$ cat config.mk
export PLATFORM = sky130hd
export DESIGN_NAME = mips_multicycle_control
export DESIGN_NICKNAME = d
export VERILOG_FILES = /design/src/rtl/mips_multicycle_control.sv
export SDC_FILE = /design/constraint.sdc
export NUM_CORES = 1
export LEC_CHECK = 0
export ABC_CLOCK_PERIOD_IN_PS = 4160
export CAP_MARGIN = 5
export CORE_ASPECT_RATIO = 0.7
export CORE_UTILIZATION = 52
export CTS_CLUSTER_DIAMETER = 30
export DETAILED_ROUTE_END_ITERATION = 7
export PLACE_DENSITY = 0.82
export RECOVER_POWER = 50
export SYNTH_ARGS = -nofsm -noshare
export SYNTH_HDL_FRONTEND = slang
export SYNTH_SLANG_ARGS = --single-unit
$ cat constraint.sdc
create_clock -name clk -period 4.16 [get_ports clk]
set_clock_uncertainty 0.05 [all_clocks]
set_input_delay 0.624 -clock clk [delete_from_list [all_inputs] [get_ports clk]]
set_output_delay 0.624 -clock clk [all_outputs]
set_load 0.02 [all_outputs]
$ cat src/rtl/mips_multicycle_control.sv
// Multi-cycle MIPS control unit.
// Steps each instruction through FETCH/DECODE/EXEC/MEM/WB states, drives the
// datapath selects and strobes, waits on a variable-latency memory, flags
// undecodable opcodes and counts retired instructions.
module mips_multicycle_control #(
    parameter bit MEM_HS       = 1'b1,
    parameter bit EN_BNE       = 1'b1,
    parameter bit EN_IMM_LOGIC = 1'b1,
    parameter int CNT_W        = 32
) (
    input  logic             clk,
    input  logic             rst,
    input  logic [5:0]       opcode,
    input  logic             mem_ready,
    output logic             IorD,
    output logic             MemRead,
    output logic             MemWrite,
    output logic             IRWrite,
    output logic             PCWrite,
    output logic             Branch,
    output logic             BranchNe,
    output logic [1:0]       PCSrc,
    output logic             ALUSrcA,
    output logic [1:0]       ALUSrcB,
    output logic             ExtOp,
    output logic [2:0]       ALUOp,
    output logic             RegDst,
    output logic             MemtoReg,
    output logic             RegWrite,
    output logic             illegal_op,
    output logic             retire,
    output logic [3:0]       state,
    output logic [CNT_W-1:0] instr_count
);

    typedef enum logic [3:0] {
        S_FETCH  = 4'd0,
        S_DECODE = 4'd1,
        S_MEMADR = 4'd2,
        S_MEMRD  = 4'd3,
        S_MEMWB  = 4'd4,
        S_MEMWR  = 4'd5,
        S_RTEXEC = 4'd6,
        S_ALUWB  = 4'd7,
        S_BRANCH = 4'd8,
        S_IEXEC  = 4'd9,
        S_IWB    = 4'd10,
        S_JUMP   = 4'd11
    } state_t;

    localparam logic [5:0] OP_RTYPE = 6'b000000;
    localparam logic [5:0] OP_J     = 6'b000010;
    localparam logic [5:0] OP_BEQ   = 6'b000100;
    localparam logic [5:0] OP_BNE   = 6'b000101;
    localparam logic [5:0] OP_ADDI  = 6'b001000;
    localparam logic [5:0] OP_SLTI  = 6'b001010;
    localparam logic [5:0] OP_ANDI  = 6'b001100;
    localparam logic [5:0] OP_ORI   = 6'b001101;
    localparam logic [5:0] OP_LW    = 6'b100011;
    localparam logic [5:0] OP_SW    = 6'b101011;

    localparam logic [2:0] ALU_ADD   = 3'b000;
    localparam logic [2:0] ALU_SUB   = 3'b001;
    localparam logic [2:0] ALU_FUNCT = 3'b010;
    localparam logic [2:0] ALU_AND   = 3'b011;
    localparam logic [2:0] ALU_OR    = 3'b100;
    localparam logic [2:0] ALU_SLT   = 3'b101;

    state_t           state_q, state_d;
    logic [5:0]       opcode_q, opcode_d;
    logic             illegal_q, illegal_d;
    logic [CNT_W-1:0] cnt_q, cnt_d;
    logic             mem_rdy;

    // Without the handshake every memory access completes in one cycle.
    assign mem_rdy = MEM_HS ? mem_ready : 1'b1;

    // Dispatch target for an opcode; S_FETCH means the opcode is not decodable.
    function automatic state_t decode_next(input logic [5:0] op);
        state_t nxt;
        case (op)
            OP_LW, OP_SW:               nxt = S_MEMADR;
            OP_RTYPE:                   nxt = S_RTEXEC;
            OP_BEQ:                     nxt = S_BRANCH;
            OP_BNE:                     nxt = EN_BNE ? S_BRANCH : S_FETCH;
            OP_ADDI:                    nxt = S_IEXEC;
            OP_SLTI, OP_ANDI, OP_ORI:   nxt = EN_IMM_LOGIC ? S_IEXEC : S_FETCH;
            OP_J:                       nxt = S_JUMP;
            default:                    nxt = S_FETCH;
        endcase
        return nxt;
    endfunction

    // Next-state, opcode latch, illegal-opcode pulse and retire counter.
    always_comb begin
        state_d   = state_q;
        opcode_d  = opcode_q;
        illegal_d = 1'b0;
        cnt_d     = cnt_q + {{(CNT_W-1){1'b0}}, retire};
        case (state_q)
            S_FETCH:  if (mem_rdy) state_d = S_DECODE;
            S_DECODE: begin
                opcode_d  = opcode;
                state_d   = decode_next(opcode);
                // PC was already advanced in FETCH, so just refetch and flag it.
                illegal_d = (decode_next(opcode) == S_FETCH);
            end
            S_MEMADR: state_d = (opcode_q == OP_SW) ? S_MEMWR : S_MEMRD;
            S_MEMRD:  if (mem_rdy) state_d = S_MEMWB;
            S_MEMWR:  if (mem_rdy) state_d = S_FETCH;
            S_RTEXEC: state_d = S_ALUWB;
            S_IEXEC:  state_d = S_IWB;
            S_MEMWB, S_ALUWB, S_BRANCH, S_IWB, S_JUMP: state_d = S_FETCH;
            default:  state_d = S_FETCH;
        endcase
    end

    // Moore decode of the datapath controls; reset silences every output.
    always_comb begin
        IorD       = 1'b0;
        MemRead    = 1'b0;
        MemWrite   = 1'b0;
        IRWrite    = 1'b0;
        PCWrite    = 1'b0;
        Branch     = 1'b0;
        BranchNe   = 1'b0;
        PCSrc      = 2'b00;
        ALUSrcA    = 1'b0;
        ALUSrcB    = 2'b00;
        ExtOp      = 1'b0;
        ALUOp      = ALU_ADD;
        RegDst     = 1'b0;
        MemtoReg   = 1'b0;
        RegWrite   = 1'b0;
        retire     = 1'b0;
        illegal_op = illegal_q;
        case (state_q)
            S_FETCH: begin
                MemRead = 1'b1;
                ALUSrcB = 2'b01;
                IRWrite = mem_rdy;
                PCWrite = mem_rdy;
            end
            S_DECODE: ALUSrcB = 2'b11;
            S_MEMADR: begin
                ALUSrcA = 1'b1;
                ALUSrcB = 2'b10;
            end
            S_MEMRD: begin
                IorD    = 1'b1;
                MemRead = 1'b1;
            end
            S_MEMWB: begin
                MemtoReg = 1'b1;
                RegWrite = 1'b1;
                retire   = 1'b1;
            end
            S_MEMWR: begin
                IorD     = 1'b1;
                MemWrite = 1'b1;
                retire   = mem_rdy;
            end
            S_RTEXEC: begin
                ALUSrcA = 1'b1;
                ALUOp   = ALU_FUNCT;
            end
            S_ALUWB: begin
                RegDst   = 1'b1;
                RegWrite = 1'b1;
                retire   = 1'b1;
            end
            S_BRANCH: begin
                ALUSrcA  = 1'b1;
                ALUOp    = ALU_SUB;
                PCSrc    = 2'b01;
                Branch   = (opcode_q == OP_BEQ);
                BranchNe = (opcode_q != OP_BEQ);
                retire   = 1'b1;
            end
            S_IEXEC: begin
                ALUSrcA = 1'b1;
                ALUSrcB = 2'b10;
                case (opcode_q)
                    OP_SLTI: ALUOp = ALU_SLT;
                    OP_ANDI: begin ALUOp = ALU_AND; ExtOp = 1'b1; end
                    OP_ORI:  begin ALUOp = ALU_OR;  ExtOp = 1'b1; end
                    default: ALUOp = ALU_ADD;
                endcase
            end
            S_IWB: begin
                RegWrite = 1'b1;
                retire   = 1'b1;
            end
            S_JUMP: begin
                PCSrc   = 2'b10;
                PCWrite = 1'b1;
                retire  = 1'b1;
            end
            default: ;
        endcase
        if (rst) begin
            IorD       = 1'b0;
            MemRead    = 1'b0;
            MemWrite   = 1'b0;
            IRWrite    = 1'b0;
            PCWrite    = 1'b0;
            Branch     = 1'b0;
            BranchNe   = 1'b0;
            PCSrc      = 2'b00;
            ALUSrcA    = 1'b0;
            ALUSrcB    = 2'b00;
            ExtOp      = 1'b0;
            ALUOp      = ALU_ADD;
            RegDst     = 1'b0;
            MemtoReg   = 1'b0;
            RegWrite   = 1'b0;
            retire     = 1'b0;
            illegal_op = 1'b0;
        end
    end

    // State, latched opcode, illegal flag and retire count registers.
    always_ff @(posedge clk) begin
        if (rst) begin
            state_q   <= S_FETCH;
            opcode_q  <= 6'b000000;
            illegal_q <= 1'b0;
            cnt_q     <= '0;
        end else begin
            state_q   <= state_d;
            opcode_q  <= opcode_d;
            illegal_q <= illegal_d;
            cnt_q     <= cnt_d;
        end
    end

    assign state       = state_q;
    assign instr_count = cnt_q;

endmodule
==> results of run 1 <==
-- cells in the final DEF, fill, tap and decap left out, types with 3 or more instances in the layout --
cell             instances
dfxtp_1                 43
nor2_1                  42
dlygate4sd3_1           38
clkdlybuf4s50_1         26
a21oi_1                 18
nand3_1                 15
nor2b_1                 12
nand2_1                 12
or4_1                   12
xor2_1                  11
o31ai_1                 10
nor3_1                   9
nor4_1                   7
mux2_2                   7
nand2b_1                 6
inv_1                    6
or3_1                    6
mux2i_1                  6
nand4_1                  6
o21ai_0                  5
clkbuf_8                 5
and4_1                   4
o21a_1                   3
a2111oi_0                3
xnor2_1                  3
-- stage by stage --
step | instances | cell area, sq um | total power, mW | utilization (%)
final | 406 | 3182 | 0.8267 | 71.43
after global routing | 406 | 3182 | 0.8569 | 71.43
after CTS | 406 | 3194 | 0.8304 | 71.71
after detailed placement | 398 | 3082 | 0.5076 | 69.19
after global placement | 398 | 3082 | 0.5068 | 69.19
after floorplan | 294 | 2470 | 0.4774 | -
-- cells in the mapped netlist (2+ instances only) --
| cell | number |
|---|---|
| inv_1 | 6 |
| xnor2_1 | 3 |
| or4_1 | 12 |
| or3b_2 | 2 |
| buf_2 | 3 |
| a21oi_1 | 18 |
| a2111oi_0 | 3 |
| nor4_1 | 7 |
| dfxtp_1 | 43 |
| o31ai_1 | 10 |
| and4_1 | 4 |
| mux2i_1 | 6 |
| nor2b_1 | 12 |
| nor3_1 | 8 |
| or3_1 | 6 |
| nand2_1 | 12 |
| nand4_1 | 6 |
| o21ai_0 | 5 |
| clkbuf_8 | 2 |
| nand2b_1 | 6 |
| mux2_2 | 7 |
| nor3b_1 | 2 |
| nand3b_1 | 2 |
| buf_6 | 2 |
| nand3_1 | 15 |
| nor2_1 | 42 |
| a211oi_1 | 2 |
| o21a_1 | 3 |
| ha_1 | 2 |
| xor2_1 | 11 |
| and3_1 | 2 |
| clkbuf_1 | 8 |
| buf_4 | 2 |
-- where the power goes --
group / internal, mW / switching [mW] / total [mW]
Combinational: 0.0317 / 0.0416 / 0.0733
Clock: 0.179 / 0.150 / 0.329
Sequential: 0.416 / 0.00831 / 0.424
Total: 0.627 / 0.200 / 0.827
-- flip-flops by register name, indices dropped and copies added (netlist names) --
signal       count
instr_count     32
illegal_q        1
opcode_q         6
state            4
-- path summary, 6_finish.rpt --
kind	to	depth (start not counted)	slack (ns)
worst max register to register	instr_count[26]	9	0.71
worst min register to register	instr_count[21]	2	0.45
worst min-delay path	instr_count[21]	2	0.45
worst max-delay path	ALUOp[0]	4	0.63
-- layout make-up --
type                            instances  share of cell area, %
Multi-Input combinational cell        228                  46.05
Sequential cell                        43                  27.05
Timing Repair Buffer                   66                  20.49
Clock buffer                            5                  2.163
Tap cell                               55                  2.163
Clock inverter                          3                  1.376
Inverter                                6                 0.7078
-- metal layers --
layer	global-route usage, %	vias to the layer above
met5	0	-
met3	4.834	6
met2	37.00	76
met4	6.295	0
met1	37.87	1147
li1	-	1190
-- cell families (layout without fill, tap and decap cells) --
logic type,after synthesis,count (layout),share of synthesized area (%)
flops,43,43,34.85
buf+inv,23,80,5.370
compound gates,50,50,13.37
mux,13,13,5.623
xor+xnor,14,14,4.965
simple gates,149,149,34.80
fa+ha+maj,2,2,1.013
-- critical path: cells and delay by family --
kind / cells / cell delay, ns
buf+inv: 2 / 1.18
simple gates: 1 / 0.77
compound gates: 1 / 0.27
==> results.md, run 1 <==
- Status: complete, but fails checks
- Violated checks: DRC
- Final worst slack: 0.6318 ns
- Clk Latency, worst-skew pair: 0.29 ns
- Fin nets: 361
- WS Path Type: input pin to output pin
- PwrDens: 259.8 nW/um^2
- Most used DFF post-synth: dfxtp_1
- Mapped Area: 2470 sq um
- Overflow after GRT: 0
- Chip Height: 59.66 microns
- Post-CTS setup buffer count: 0
- Starting DRT DRC Count: 162
- Final worst-path cycle share: 84.81%
- Largest area contributor in the netlist: dfxtp_1
- Area occupied by multi-input gates: 1465 sq um
- CTS tree: yes
- Startpoint type of the worst setup path: input pin
- Setup crit start: rst
- CTS root buffer: clkbuf_8
- Post-synth cell types: 53
- # resized after CTS: 0
- Static Leak: 1.226 nW
- Required time of the critical path: 3.49 ns
- Async SR Flop Fraction: 0%
- Crit path largest cell delay: 0.77 ns
- Type of the tightest min-delay check: flip-flop to flip-flop
- Dpl hpwl: 4334 microns
- Starting Density: 55.45%
- Fin. Hold Viols: 0
- Drt wl/cell: 15.27 microns
- Routed via count: 2419
- Critical path cell sequence: clkbuf_1 -> or4_1 -> o31ai_1 -> clkdlybuf4s50_1
- Initial antenna violation count: 0
- Largest cells by area after synthesis: dfxtp_1 (35%), nor2_1 (6.4%), xor2_1 (3.9%)
- Synth Area per Inst: 8.401 sq um
- Slew HR: 6.689%
- DRC errors left: 5
- Critical Path Slowest Stage Cell: or4_1
- Tightest Pin Transition: 1.400 ns
- Antenna viol nets, final: 0
- Number of synthesized flops with an enable pin: 0
- Layout cell share with drive strength beyond 1: 7.407%
- Mapped Cells: 294
- Synthesis Warnings: 0
- Die extent in x: 84.38 microns
- Post-route setup TNS: 0 ns
- Unrepaired setup endpoints after global routing: no
- Share of the synthesized area in the top cell type: 34.85%
- CTS clk-pin slew, worst paths: 0.08 ns
- CP Max Fanout: 34
- Largest net degree at the start of global routing: 35
- Port bufs: 65
- Mapped Nets: 305
- Pre-CTS WS: 0.4177 ns
- Drt total wl: 6199 microns
- Register area share after synthesis: 34.85%
- Post-CTS Hold Buffers: 0
- Clk sinks: 43
- Area Overhead vs Synth: 28.82%
- 1st-pass router iterations: 7
- Clk buf depth: 2
- Final Max Slew Viols: 0
- Metal2 WL: 2600 microns
- Setup crit end kind: output pin
- Worst Path Arrival: 2.85 ns
- Setup violators final: 0
- F_max: 283.4 MHz
- Inserted Diodes: 0
- CTS buffer count: 5
- Num ports: 66
- H-Tree Depth: 2
- Met3 routed WL: 412 microns
- Flops & latches, synth: 43
- Register Area: 860.8 sq um
- Total GRT Usage: 25.15%
- First-pass GRT wire length: 10010 microns
- Crit path time final: 3.528 ns
- Die Footprint: 5034 sq um
- Placer congestion estimate: 0.8940
- Max-Cap Viols: 0
- Fill cells: 362
- Row count: 20
- Worst vdd ir: 0.1965 mV
- Drt via density: 5.958
- HP Start: instr_count[21]
- Post-Route M1 WL: 3145 microns
- Core box area: 4454 sq um
- Worst r2r src: state[0]
- Vias in the first global route: 2087
- Max Used Layer: met4
- Hold_ws: 0.4516 ns
Note: power is estimated with default switching activity, not from simulation.
==> run 2, diff against run 1 <==
--- a/config.mk
+++ b/config.mk
@@ -5,13 +5,13 @@
 export SDC_FILE = /design/constraint.sdc
 export NUM_CORES = 1
 export LEC_CHECK = 0
-export ABC_CLOCK_PERIOD_IN_PS = 4160
+export ABC_CLOCK_PERIOD_IN_PS = 3600
 export CAP_MARGIN = 5
 export CORE_ASPECT_RATIO = 0.7
-export CORE_UTILIZATION = 52
+export CORE_UTILIZATION = 49
 export CTS_CLUSTER_DIAMETER = 30
 export DETAILED_ROUTE_END_ITERATION = 7
-export PLACE_DENSITY = 0.82
+export PLACE_DENSITY = 0.78
 export RECOVER_POWER = 50
 export SYNTH_ARGS = -nofsm -noshare
 export SYNTH_HDL_FRONTEND = slang
==> constraint.sdc (replaced) <==
create_clock -name clk -period 3.6 [get_ports clk]
set_clock_uncertainty 0.05 [all_clocks]
set_input_delay 0.54 -clock clk [delete_from_list [all_inputs] [get_ports clk]]
set_output_delay 0.54 -clock clk [all_outputs]
set_load 0.02 [all_outputs]
==> run 2 against run 1 <==
Effect of this change:
- the flow now finishes without violations
- non-clock buffer count rose by 4
- routed wire length fell by 0.45%
- via count rose by 1.2%
- combinational power rose by 24%
- first-iteration DRC count fell by 1.9%
- largest cell class unchanged
- flip-flop and latch count did not move
==> results.md, run 2 (synthesized netlist as in run 1, its figures left out) <==
- Status: finished clean
- Slew HR: 18.57%
- Fin. Hold Viols: 0
- Type of the tightest min-delay check: flip-flop to flip-flop
- Total GRT Usage: 23.74%
- Area Overhead vs Synth: 29.79%
- Num ports: 66
- Critical Path Slowest Stage Cell: dlygate4sd3_1
- CTS root buffer: clkbuf_8
- Post-route setup TNS: 0 ns
- Pre-CTS WS: 0.1532 ns
- Die Footprint: 5333 sq um
- Vias in the first global route: 1927
- Antenna viol nets, final: 0
- Routed via count: 2448
- R2R depth: 8
- Inserted Diodes: 0
- Tightest Pin Transition: 1.212 ns
- Post-CTS setup buffer count: 0
- Largest net degree at the start of global routing: 26
- Final worst-path cycle share: 90.80%
- Fin nets: 365
- Drt total wl: 6171 microns
- Clk sinks: 43
- Worst vdd ir: 0.1869 mV
- Drt wl/cell: 14.55 microns
- Bufs and invs on worst path: 1
- F_max: 305.9 MHz
- Largest register FFs: 32
- Worst Path Arrival: 3.41 ns
- DRC errors left: 0
- WS Path Type: input pin to flip-flop
- Commonest non-fill, non-tap cell in the layout: dfxtp_1
- Setup violators final: 0
- Layout cell share with drive strength beyond 1: 8.451%
- Largest delay share family, worst path: simple AND/OR/NAND/NOR gates
- Fill cells: 420
- H-Tree Depth: 2
- Chip Height: 61.40 microns
- Core box area: 4808 sq um
- Static Leak: 1.229 nW
- Crit path largest cell delay: 0.68 ns
- Overflow after GRT: 0
- Commonest non-fill, non-tap cells in the layout: dfxtp_1 (43), nor2_1 (42), dlygate4sd3_1 (39), clkdlybuf4s50_1 (25), a21oi_1 (18)
- Drt via density: 5.774
- Power, Total: 0.8798 mW
- Setup crit end kind: flip-flop
- PwrDens: 274.4 nW/um^2
- Port bufs: 65
- CP dominant cell by count: ha_1
- Final Max Slew Viols: 0
- Crit path time final: 3.269 ns
- Clk buf depth: 2
- First-pass GRT wire length: 9653 microns
- Starting DRT DRC Count: 159
- Starting Density: 51.37%
- Post-CTS Hold Buffers: 0
- CTS buffer count: 5
- Dpl hpwl: 4476 microns
- Hold_ws: 0.4418 ns
- Initial antenna violation count: 0
- Unrepaired setup endpoints after global routing: no
- CTS tree: yes
- Die extent in x: 86.86 microns
- Hold path depth: 2
- Row count: 21
- Critical path cell sequence: dlygate4sd3_1 -> nor2_1 -> a2111oi_2 -> ha_1 -> ha_1 -> and3_1 -> nand3_1 -> nor4_1 -> mux2_2
- Startpoint type of the worst setup path: input pin
- CP Max Fanout: 7
- # resized after CTS: 0
- Critical path depth in cells: 9
- Required time of the critical path: 3.74 ns
- CTS clk-pin slew, worst paths: 0.08 ns
- Clk Latency, worst-skew pair: 0.30 ns
- 1st-pass router iterations: 5
- Final worst slack: 0.3313 ns
- Max-Cap Viols: 0
- Placer congestion estimate: 0.8275
[run 2: area by class of cell]
| type | count | area (sq um) | area share (%) |
|---|---|---|---|
| Sequential cell | 43 | 860.8 | 26.85 |
| Clock inverter | 2 | 12.51 | 0.3903 |
| Tap cell | 69 | 86.33 | 2.693 |
| Inverter | 6 | 22.52 | 0.7026 |
| Multi-Input combinational cell | 228 | 1471 | 45.90 |
| Timing Repair Buffer | 70 | 679.4 | 21.19 |
| Clock buffer | 6 | 72.57 | 2.264 |
[run 2: power breakdown]
group,total [mW],internal (mW),switching [mW]
Clock,0.302,0.136,0.167
Sequential,0.487,0.481,0.00597
Combinational,0.0906,0.0388,0.0518
[run 2: worst register-to-register path, stage by stage (launching register included)]
cell	delay, ns
dfxtp_1	0.73
a21oi_1	0.12
a2111oi_2	0.38
ha_1	0.28
ha_1	0.26
and3_1	0.29
nand3_1	0.17
nor4_1	0.27
mux2_2	0.37
[run 2: final timing paths]
kind / from / to / slack (ns)
min reg2reg: instr_count[21] / instr_count[21] / 0.44
max: mem_ready / instr_count[28] / 0.33
max reg2reg: state[2] / instr_count[28] / 0.58
min: instr_count[21] / instr_count[21] / 0.44
[run 2: metrics by stage]
stage	instance area [sq um]	std cells	util, %
final	3206	424	66.67
after global routing	3206	424	66.67
after CTS	3221	424	66.98
after detailed placement	3136	416	65.21
after global placement	3136	416	65.21
after floorplan	2476	294	-
[run 2: per-layer routing]
metal	GRT usage, %	wire, microns
met4	7.619	57
met5	0	0
met3	5.094	461
met2	32.96	2511
met1	36.15	3140
==> run 3, diff against run 2 <==
--- a/config.mk
+++ b/config.mk
@@ -13,6 +13,7 @@
 export DETAILED_ROUTE_END_ITERATION = 7
 export PLACE_DENSITY = 0.78
 export RECOVER_POWER = 50
+export SLEW_MARGIN = 40
 export SYNTH_ARGS = -nofsm -noshare
 export SYNTH_HDL_FRONTEND = slang
 export SYNTH_SLANG_ARGS = --single-unit
==> results of run 3 <==
Final layout, timing and power as in run 2 (identical DEF).
